### config.mk
export PLATFORM = sky130hd
export DESIGN_NAME = lsu_ctrl
export DESIGN_NICKNAME = d
export VERILOG_FILES = /design/src/rtl/lsu_pkg.sv /design/src/rtl/lsu_align.sv /design/src/rtl/lsu_ctrl.sv
export SDC_FILE = /design/constraint.sdc
export NUM_CORES = 1
export LEC_CHECK = 0
export ABC_CLOCK_PERIOD_IN_PS = 6600
export CAP_MARGIN = 20
export CORE_MARGIN = 3
export CORE_UTILIZATION = 54
export DETAILED_ROUTE_END_ITERATION = 10
export PLACE_DENSITY = 0.93
export SLEW_MARGIN = 40
export SYNTH_ARGS = -nofsm -noshare
export SYNTH_HDL_FRONTEND = slang
export SYNTH_SLANG_ARGS = --single-unit
### constraint.sdc
create_clock -name i_clk -period 6.6 [get_ports i_clk]
set_clock_uncertainty 0.15 [all_clocks]
set_input_delay 1.32 -clock i_clk [delete_from_list [all_inputs] [get_ports i_clk]]
set_output_delay 1.32 -clock i_clk [all_outputs]
set_load 0.02 [all_outputs]
### src/rtl/lsu_pkg.sv
// Shared types and helpers for the load-store controller.
// Optional misaligned split is enabled with LSU_MISALIGN_SPLIT_EN.
package lsu_pkg;

  typedef enum logic [1:0] {
    SZ_B,
    SZ_H,
    SZ_W,
    SZ_BAD
  } size_e;

  typedef enum logic [2:0] {
    IDLE,
    RD0,
    RD1,
    WR0,
    WR1,
    RESP
  } state_e;

  localparam logic [31:0] MEM_TOP_ADDR_DFLT = 32'h0000_07FF;

  function automatic logic [2:0] nbytes(size_e sz);
    case (sz)
      SZ_B:    nbytes = 3'd1;
      SZ_H:    nbytes = 3'd2;
      default: nbytes = 3'd4;
    endcase
  endfunction

endpackage

### src/rtl/lsu_align.sv
// Byte-lane alignment: load extraction with sign/zero extension
// and read-modify-write merge over a two-word window.
module lsu_align
  import lsu_pkg::*;
(
  input  logic [31:0] i_buf0,
  input  logic [31:0] i_buf1,
  input  logic [1:0]  i_off,
  input  size_e       i_size,
  input  logic        i_uns,
  input  logic [31:0] i_wdata,
  output logic [31:0] o_ld_val,
  output logic [63:0] o_st_word
);

  logic [63:0] win;
  logic [63:0] sh;
  logic [63:0] data;
  logic [63:0] bitmask;
  logic [7:0]  lanes;

  assign win  = {i_buf1, i_buf0};
  assign sh   = win >> {i_off, 3'b000};
  assign data = {32'b0, i_wdata} << {i_off, 3'b000};

  always_comb begin
    o_ld_val = sh[31:0];
    case (i_size)
      SZ_B: o_ld_val = i_uns ? {24'b0, sh[7:0]}
                             : {{24{sh[7]}}, sh[7:0]};
      SZ_H: o_ld_val = i_uns ? {16'b0, sh[15:0]}
                             : {{16{sh[15]}}, sh[15:0]};
      default: o_ld_val = sh[31:0];
    endcase
  end

  always_comb begin
    case (i_size)
      SZ_B:    lanes = 8'h01 << i_off;
      SZ_H:    lanes = 8'h03 << i_off;
      default: lanes = 8'h0F << i_off;
    endcase
    bitmask = '0;
    for (int i = 0; i < 8; i++) begin
      bitmask[8*i +: 8] = {8{lanes[i]}};
    end
  end

  assign o_st_word = (win & ~bitmask) | (data & bitmask);

endmodule

### src/rtl/lsu_ctrl.sv
// Load-store initiator: byte/half/word requests to word-only memory.
// Define LSU_MISALIGN_SPLIT_EN to split accesses spanning two words.
module lsu_ctrl
  import lsu_pkg::*;
#(
  parameter logic [31:0] MEM_TOP_ADDR = MEM_TOP_ADDR_DFLT,
  parameter int          ADDR_W       = 32
) (
  input  logic              i_clk,
  input  logic              i_reset,
  input  logic              i_req_valid,
  output logic              o_req_ready,
  input  logic              i_req_we,
  input  logic [ADDR_W-1:0] i_req_addr,
  input  logic [31:0]       i_req_wdata,
  input  logic [1:0]        i_req_size,
  input  logic              i_req_unsigned,
  output logic              o_rsp_valid,
  output logic [31:0]       o_rsp_rdata,
  output logic              o_rsp_err,
  output logic [ADDR_W-1:0] o_mem_addr,
  output logic [31:0]       o_mem_wdata,
  output logic [3:0]        o_mem_bmask,
  output logic              o_mem_wren,
  output logic              o_mem_u,
  input  logic [31:0]       i_mem_rdata
);

  state_e            state_q, state_d;
  logic              we_q, we_d;
  logic              uns_q, uns_d;
  logic              err_q, err_d;
  size_e             size_q, size_d;
  logic [ADDR_W-1:0] addr_q, addr_d;
  logic [31:0]       wdata_q, wdata_d;
  logic [31:0]       buf0_q, buf0_d;
  logic [31:0]       buf1_w;

  size_e             req_size;
  logic [2:0]        req_nb;
  logic              req_span;
  logic [ADDR_W:0]   req_last;
  logic              req_err;
  logic [ADDR_W-1:0] addr0;
  logic [31:0]       ld_val;
  logic [63:0]       st_word;

`ifdef LSU_MISALIGN_SPLIT_EN
  logic [31:0]       buf1_q, buf1_d;
  logic              span_q, span_d;
  assign buf1_w = buf1_q;
`else
  logic              unused_hi;
  assign buf1_w    = '0;
  assign unused_hi = ^st_word[63:32];
`endif

  assign req_size = size_e'(i_req_size);
  assign req_nb   = nbytes(req_size);
  assign req_span = ({1'b0, i_req_addr[1:0]} + req_nb) > 3'd4;
  // 33-bit sum so an address wrap past 2^32 is still caught
  assign req_last = {1'b0, i_req_addr}
                  + {{(ADDR_W-2){1'b0}}, req_nb}
                  - {{ADDR_W{1'b0}}, 1'b1};

  always_comb begin
    req_err = (req_size == SZ_BAD)
            | (req_last > {1'b0, MEM_TOP_ADDR});
`ifndef LSU_MISALIGN_SPLIT_EN
    req_err = req_err | req_span;
`endif
  end

  assign addr0   = {addr_q[ADDR_W-1:2], 2'b00};
  assign o_mem_u = 1'b0;

  lsu_align u_align (
    .i_buf0    (buf0_q),
    .i_buf1    (buf1_w),
    .i_off     (addr_q[1:0]),
    .i_size    (size_q),
    .i_uns     (uns_q),
    .i_wdata   (wdata_q),
    .o_ld_val  (ld_val),
    .o_st_word (st_word)
  );

  always_comb begin
    state_d     = state_q;
    we_d        = we_q;
    uns_d       = uns_q;
    err_d       = err_q;
    size_d      = size_q;
    addr_d      = addr_q;
    wdata_d     = wdata_q;
    buf0_d      = buf0_q;
`ifdef LSU_MISALIGN_SPLIT_EN
    buf1_d      = buf1_q;
    span_d      = span_q;
`endif
    o_req_ready = 1'b0;
    o_rsp_valid = 1'b0;
    o_rsp_rdata = '0;
    o_rsp_err   = 1'b0;
    o_mem_addr  = '0;
    o_mem_wdata = '0;
    o_mem_bmask = 4'b0000;
    o_mem_wren  = 1'b0;
    case (state_q)
      IDLE: begin
        o_req_ready = 1'b1;
        if (i_req_valid) begin
          we_d    = i_req_we;
          uns_d   = i_req_unsigned;
          size_d  = req_size;
          addr_d  = i_req_addr;
          wdata_d = i_req_wdata;
          err_d   = req_err;
`ifdef LSU_MISALIGN_SPLIT_EN
          span_d  = req_span;
`endif
          if (req_err) begin
            state_d = RESP;
          end else if (i_req_we && req_size == SZ_W
                       && i_req_addr[1:0] == 2'b00) begin
            state_d = WR0;
          end else begin
            state_d = RD0;
          end
        end
      end
      RD0: begin
        o_mem_addr  = addr0;
        o_mem_bmask = 4'b1111;
        buf0_d      = i_mem_rdata;
        state_d     = we_q ? WR0 : RESP;
`ifdef LSU_MISALIGN_SPLIT_EN
        if (span_q) state_d = RD1;
`endif
      end
`ifdef LSU_MISALIGN_SPLIT_EN
      RD1: begin
        o_mem_addr  = addr0 + 4;
        o_mem_bmask = 4'b1111;
        buf1_d      = i_mem_rdata;
        state_d     = we_q ? WR0 : RESP;
      end
      WR1: begin
        o_mem_addr  = addr0 + 4;
        o_mem_bmask = 4'b1111;
        o_mem_wren  = 1'b1;
        o_mem_wdata = st_word[63:32];
        state_d     = RESP;
      end
`endif
      WR0: begin
        o_mem_addr  = addr0;
        o_mem_bmask = 4'b1111;
        o_mem_wren  = 1'b1;
        o_mem_wdata = st_word[31:0];
        state_d     = RESP;
`ifdef LSU_MISALIGN_SPLIT_EN
        if (span_q) state_d = WR1;
`endif
      end
      RESP: begin
        o_rsp_valid = 1'b1;
        o_rsp_err   = err_q;
        o_rsp_rdata = (err_q || we_q) ? '0 : ld_val;
        state_d     = IDLE;
      end
      default: state_d = IDLE;
    endcase
  end

  always_ff @(posedge i_clk or negedge i_reset) begin
    if (!i_reset) begin
      state_q <= IDLE;
      we_q    <= 1'b0;
      uns_q   <= 1'b0;
      err_q   <= 1'b0;
      size_q  <= SZ_B;
      addr_q  <= '0;
      wdata_q <= '0;
      buf0_q  <= '0;
`ifdef LSU_MISALIGN_SPLIT_EN
      buf1_q  <= '0;
      span_q  <= 1'b0;
`endif
    end else begin
      state_q <= state_d;
      we_q    <= we_d;
      uns_q   <= uns_d;
      err_q   <= err_d;
      size_q  <= size_d;
      addr_q  <= addr_d;
      wdata_q <= wdata_d;
      buf0_q  <= buf0_d;
`ifdef LSU_MISALIGN_SPLIT_EN
      buf1_q  <= buf1_d;
      span_q  <= span_d;
`endif
    end
  end

endmodule

==> summary.md <==
| Metric | Value |
|---|---|
| Avg Inst Size Synth | `7.85 um2` |
| Clk slew on worst S/H paths | `80 ps` |
| Antenna cells | `0` |
| Ratio of cells with drive above 1 in the final layout | `roughly 6.7%` |
| Flop pwr share | `33.0%` |
| Residual DRC count | `0` |
| Nets | `1283` |
| Die Height | `126 um` |
| CP required | `6750 ps` |
| Fin crit share | `79.9%` |
| Post-synth cell types | `58` |
| Worst slew pin tran | `827 ps` |
| Switching pwr | `about 1.8 mW` |
| Multi-input combinational cell area | `4700 um2` |
| Vias in the first global route | `7775` |
| Port bufs | `slightly above 200` |
| Clk buf depth | `2` |
| Part of the power in combinational logic | `around 52%` |
| Drt first pass iters | `6` |
| Register area | `2600 um2` |
| Crit-path max FO | `6` |
| Max Slew Vio Count | `0` |
| Total congestion overflow | `0` |
| PD cells | `390 nW/um2` |
| Outcome | `completed` |
| Crit path cell chain | `clkdlybuf4s50_1 > inv_1 > nand2_1 > ha_1 > inv_1 > ha_1 > fa_1 > a211o_1 > a211oi_4 > o32a_4 > a31oi_4 > or3_1 > a2111oi_2 > nand4_1 > nor4_2 > a32o_1` |
| Arr. time, crit path | `5420 ps` |
| Setup crit end kind | `register` |
| Total CTS buffers | `9` |
| Hold buffers post-CTS | `0` |
| Setup TNS | `0 ps` |
| Slew margin rel. | `44.7%` |
| Area growth syn-to-layout | `31.2%` |
| Global-route wire length before repair | `40500 um` |
| Startpoint types | `input pin` |
| Final GP Congestion | `approximately 0.94` |
| Worst-Skew Late Latency | `approximately 360 ps` |
| Yosys warning count | `0` |
| Row cnt | `between 40 and 50` |
| Initial core utilization | `between 50% and 60%` |
| H-tree Lvls | `3` |
| Peak VDD IR | `0.000250 V` |
| Main synth FF type | `dfrtp_1` |
| RSZ-0062 raised after global routing | `no` |
| Final hold vios | `0` |
| Int Pwr | `approximately 2.1 mW` |
| Final hold slack | `roughly 320 ps` |
| Seq/Total Area, Yosys | `33.7%` |
| Die Area | `roughly 16000 um2` |
| Worst path max stage delay | `480 ps` |
| Most common cell after layout, fill and taps aside | `nand2_1` |
| CTS tree | `done` |
| CTS sink count | `104` |
| Via count | `7976` |
| Fin crit period | `~5300 ps` |
| Postcts setup bufs | `0` |
| Global Route Usage Sum | `31.9%` |
| Leakage | `4.41 nW` |
| Final setup viols | `0` |
| Delay-heaviest family, CP | `compound AO/OA/AOI/OAI gates` |
| Post-synth EDFFs | `0` |
| Layout fillers | `1097` |
| FMAX | `~0.19 GHz` |
| Register bit total from synthesis | `approximately 100` |
| WS Path Type | `in2reg` |
| DR iter-0 viols | `771` |
| Final WL | `25600 um` |
| Die Wd | `126 um` |
| Post-Syn Area | `between 7000 and 8000 um2` |
| Min-delay worst type | `reg2reg` |
| Root buf cell | `clkbuf_16` |
| Highest-delay cell along the critical path | `clkdlybuf4s50_1` |
| Most frequent cells in the layout | `215 x nand2_1, 203 x clkdlybuf4s50_1, 103 x dfrtp_1, 73 x nor2_1, 71 x o21ai_0` |
| Detailed placement HPWL | `19200 um` |
| Antenna Nets Post-Route | `0` |
| Synthesized instance count | `984` |
| Core Area | `about 14000 um2` |
| Clock power share | `between 10% and 20%` |
| Initial antenna violation count | `0` |
| Post-synth ARST share | `100%` |
| Post_cts resized | `0` |
| Vias per std cell | `6.01` |
| Max-Cap Viols | `0` |
| I/O pins | `208` |
| Buffers & Inverters on Critical Path | `3` |
| Largest net degree at the start of global routing | `69` |
| Sw frac | `46.4%` |
| Per-cell routed wire length | `19.3 um` |
routing by layer:
metal,part of all wire [%],GRT usage [%],vias to the layer above
li1,-,-,3705
met4,3.9,13.3,0
met2,50,55.6,434
met5,0,0,-
met3,7.9,3.86,73
met1,38,40.1,3764
worst paths after layout:
kind	startpoint	endpoint	slack, ps	cells after the start
setup / recovery	i_req_size[1]	state_q[1]	1330	16
hold / removal	addr_q[31]	addr_q[31]	320	2
setup reg to reg	state_q[2]	addr_q[27]	4030	5
hold reg to reg	addr_q[31]	addr_q[31]	320	2
max in group asynchronous	i_reset	addr_q[0]	4440	2
min in group asynchronous	i_reset	buf0_q[5]	770	1
power groups by stage:
stage,logic [mW],clock network (mW),registers [mW]
2_1_floorplan,1.47,0,1.13
3_3_place_gp,1.96,0,1.28
3_5_place_dp,2.03,0,1.30
4_1_cts,2.05,0.583,1.29
5_1_grt,2.25,0.606,1.34
6_report,2.07,0.579,1.31
registers in the layout (all words and copies together) (netlist names):
name and cells:
addr_q 32, buf0_q 32, err_q 1, size_q 2, state_q 3, uns_q 1
wdata_q 32, we_q 1
cell type report:
cell class | count | share of cell area (%)
multi-input combinational | 765 | 46.4
sequential | 104 | 25.7
clock buffer | 9 | 2.22
inverter | 52 | 1.93
clock inverter | 7 | 0.877
timing repair buffer | 211 | 20.7
tap | 180 | 2.22
cells in the mapped netlist (8+ instances only):
library cell	n	area [um2]
mux2i_1	36	360
and2_1	34	213
inv_1	52	195
dfrtp_1	104	2600
nand4_1	10	62.6
o21ai_0	71	355
clkbuf_1	54	203
o21a_1	13	97.6
a211oi_1	47	353
nor2_1	76	285
nand2_1	217	815
mux2_2	33	372
a2111oi_0	10	87.6
a21oi_1	69	345
nor2b_1	17	106
xor2_1	8	70.1
ha_1	35	438
cells by family after synthesis:
logic type	after synthesis	share of synthesized area, %
AND/OR/NAND/NOR	386	21.8
XOR/XNOR	12	1.36
flip-flops	104	33.7
AO/OA/AOI/OAI	258	21.5
multiplexers	69	9.47
buffers and inverters	117	5.97
other	1	0.0485
adder cells (fa/ha/maj)	37	6.19
through the flow:
step	instances	power, mW	util (%)	worst slack, ps	cell area [um2]
after floorplan	986	2.59	-	1870	7730
after global placement	1312	3.24	70.3	1110	9800
after detailed placement	1312	3.32	70.4	954	9810
after CTS	1328	3.92	72.6	1320	10100
after global routing	1328	4.20	72.7	1020	10100
final	1328	3.96	72.7	1330	10100
tightest hold or removal path, stage by stage (launching register included):
cell and delay, ps:
dfrtp_1 340, nand2_1 50, o21ai_0 60
Note: power is estimated with default switching activity, not from simulation.
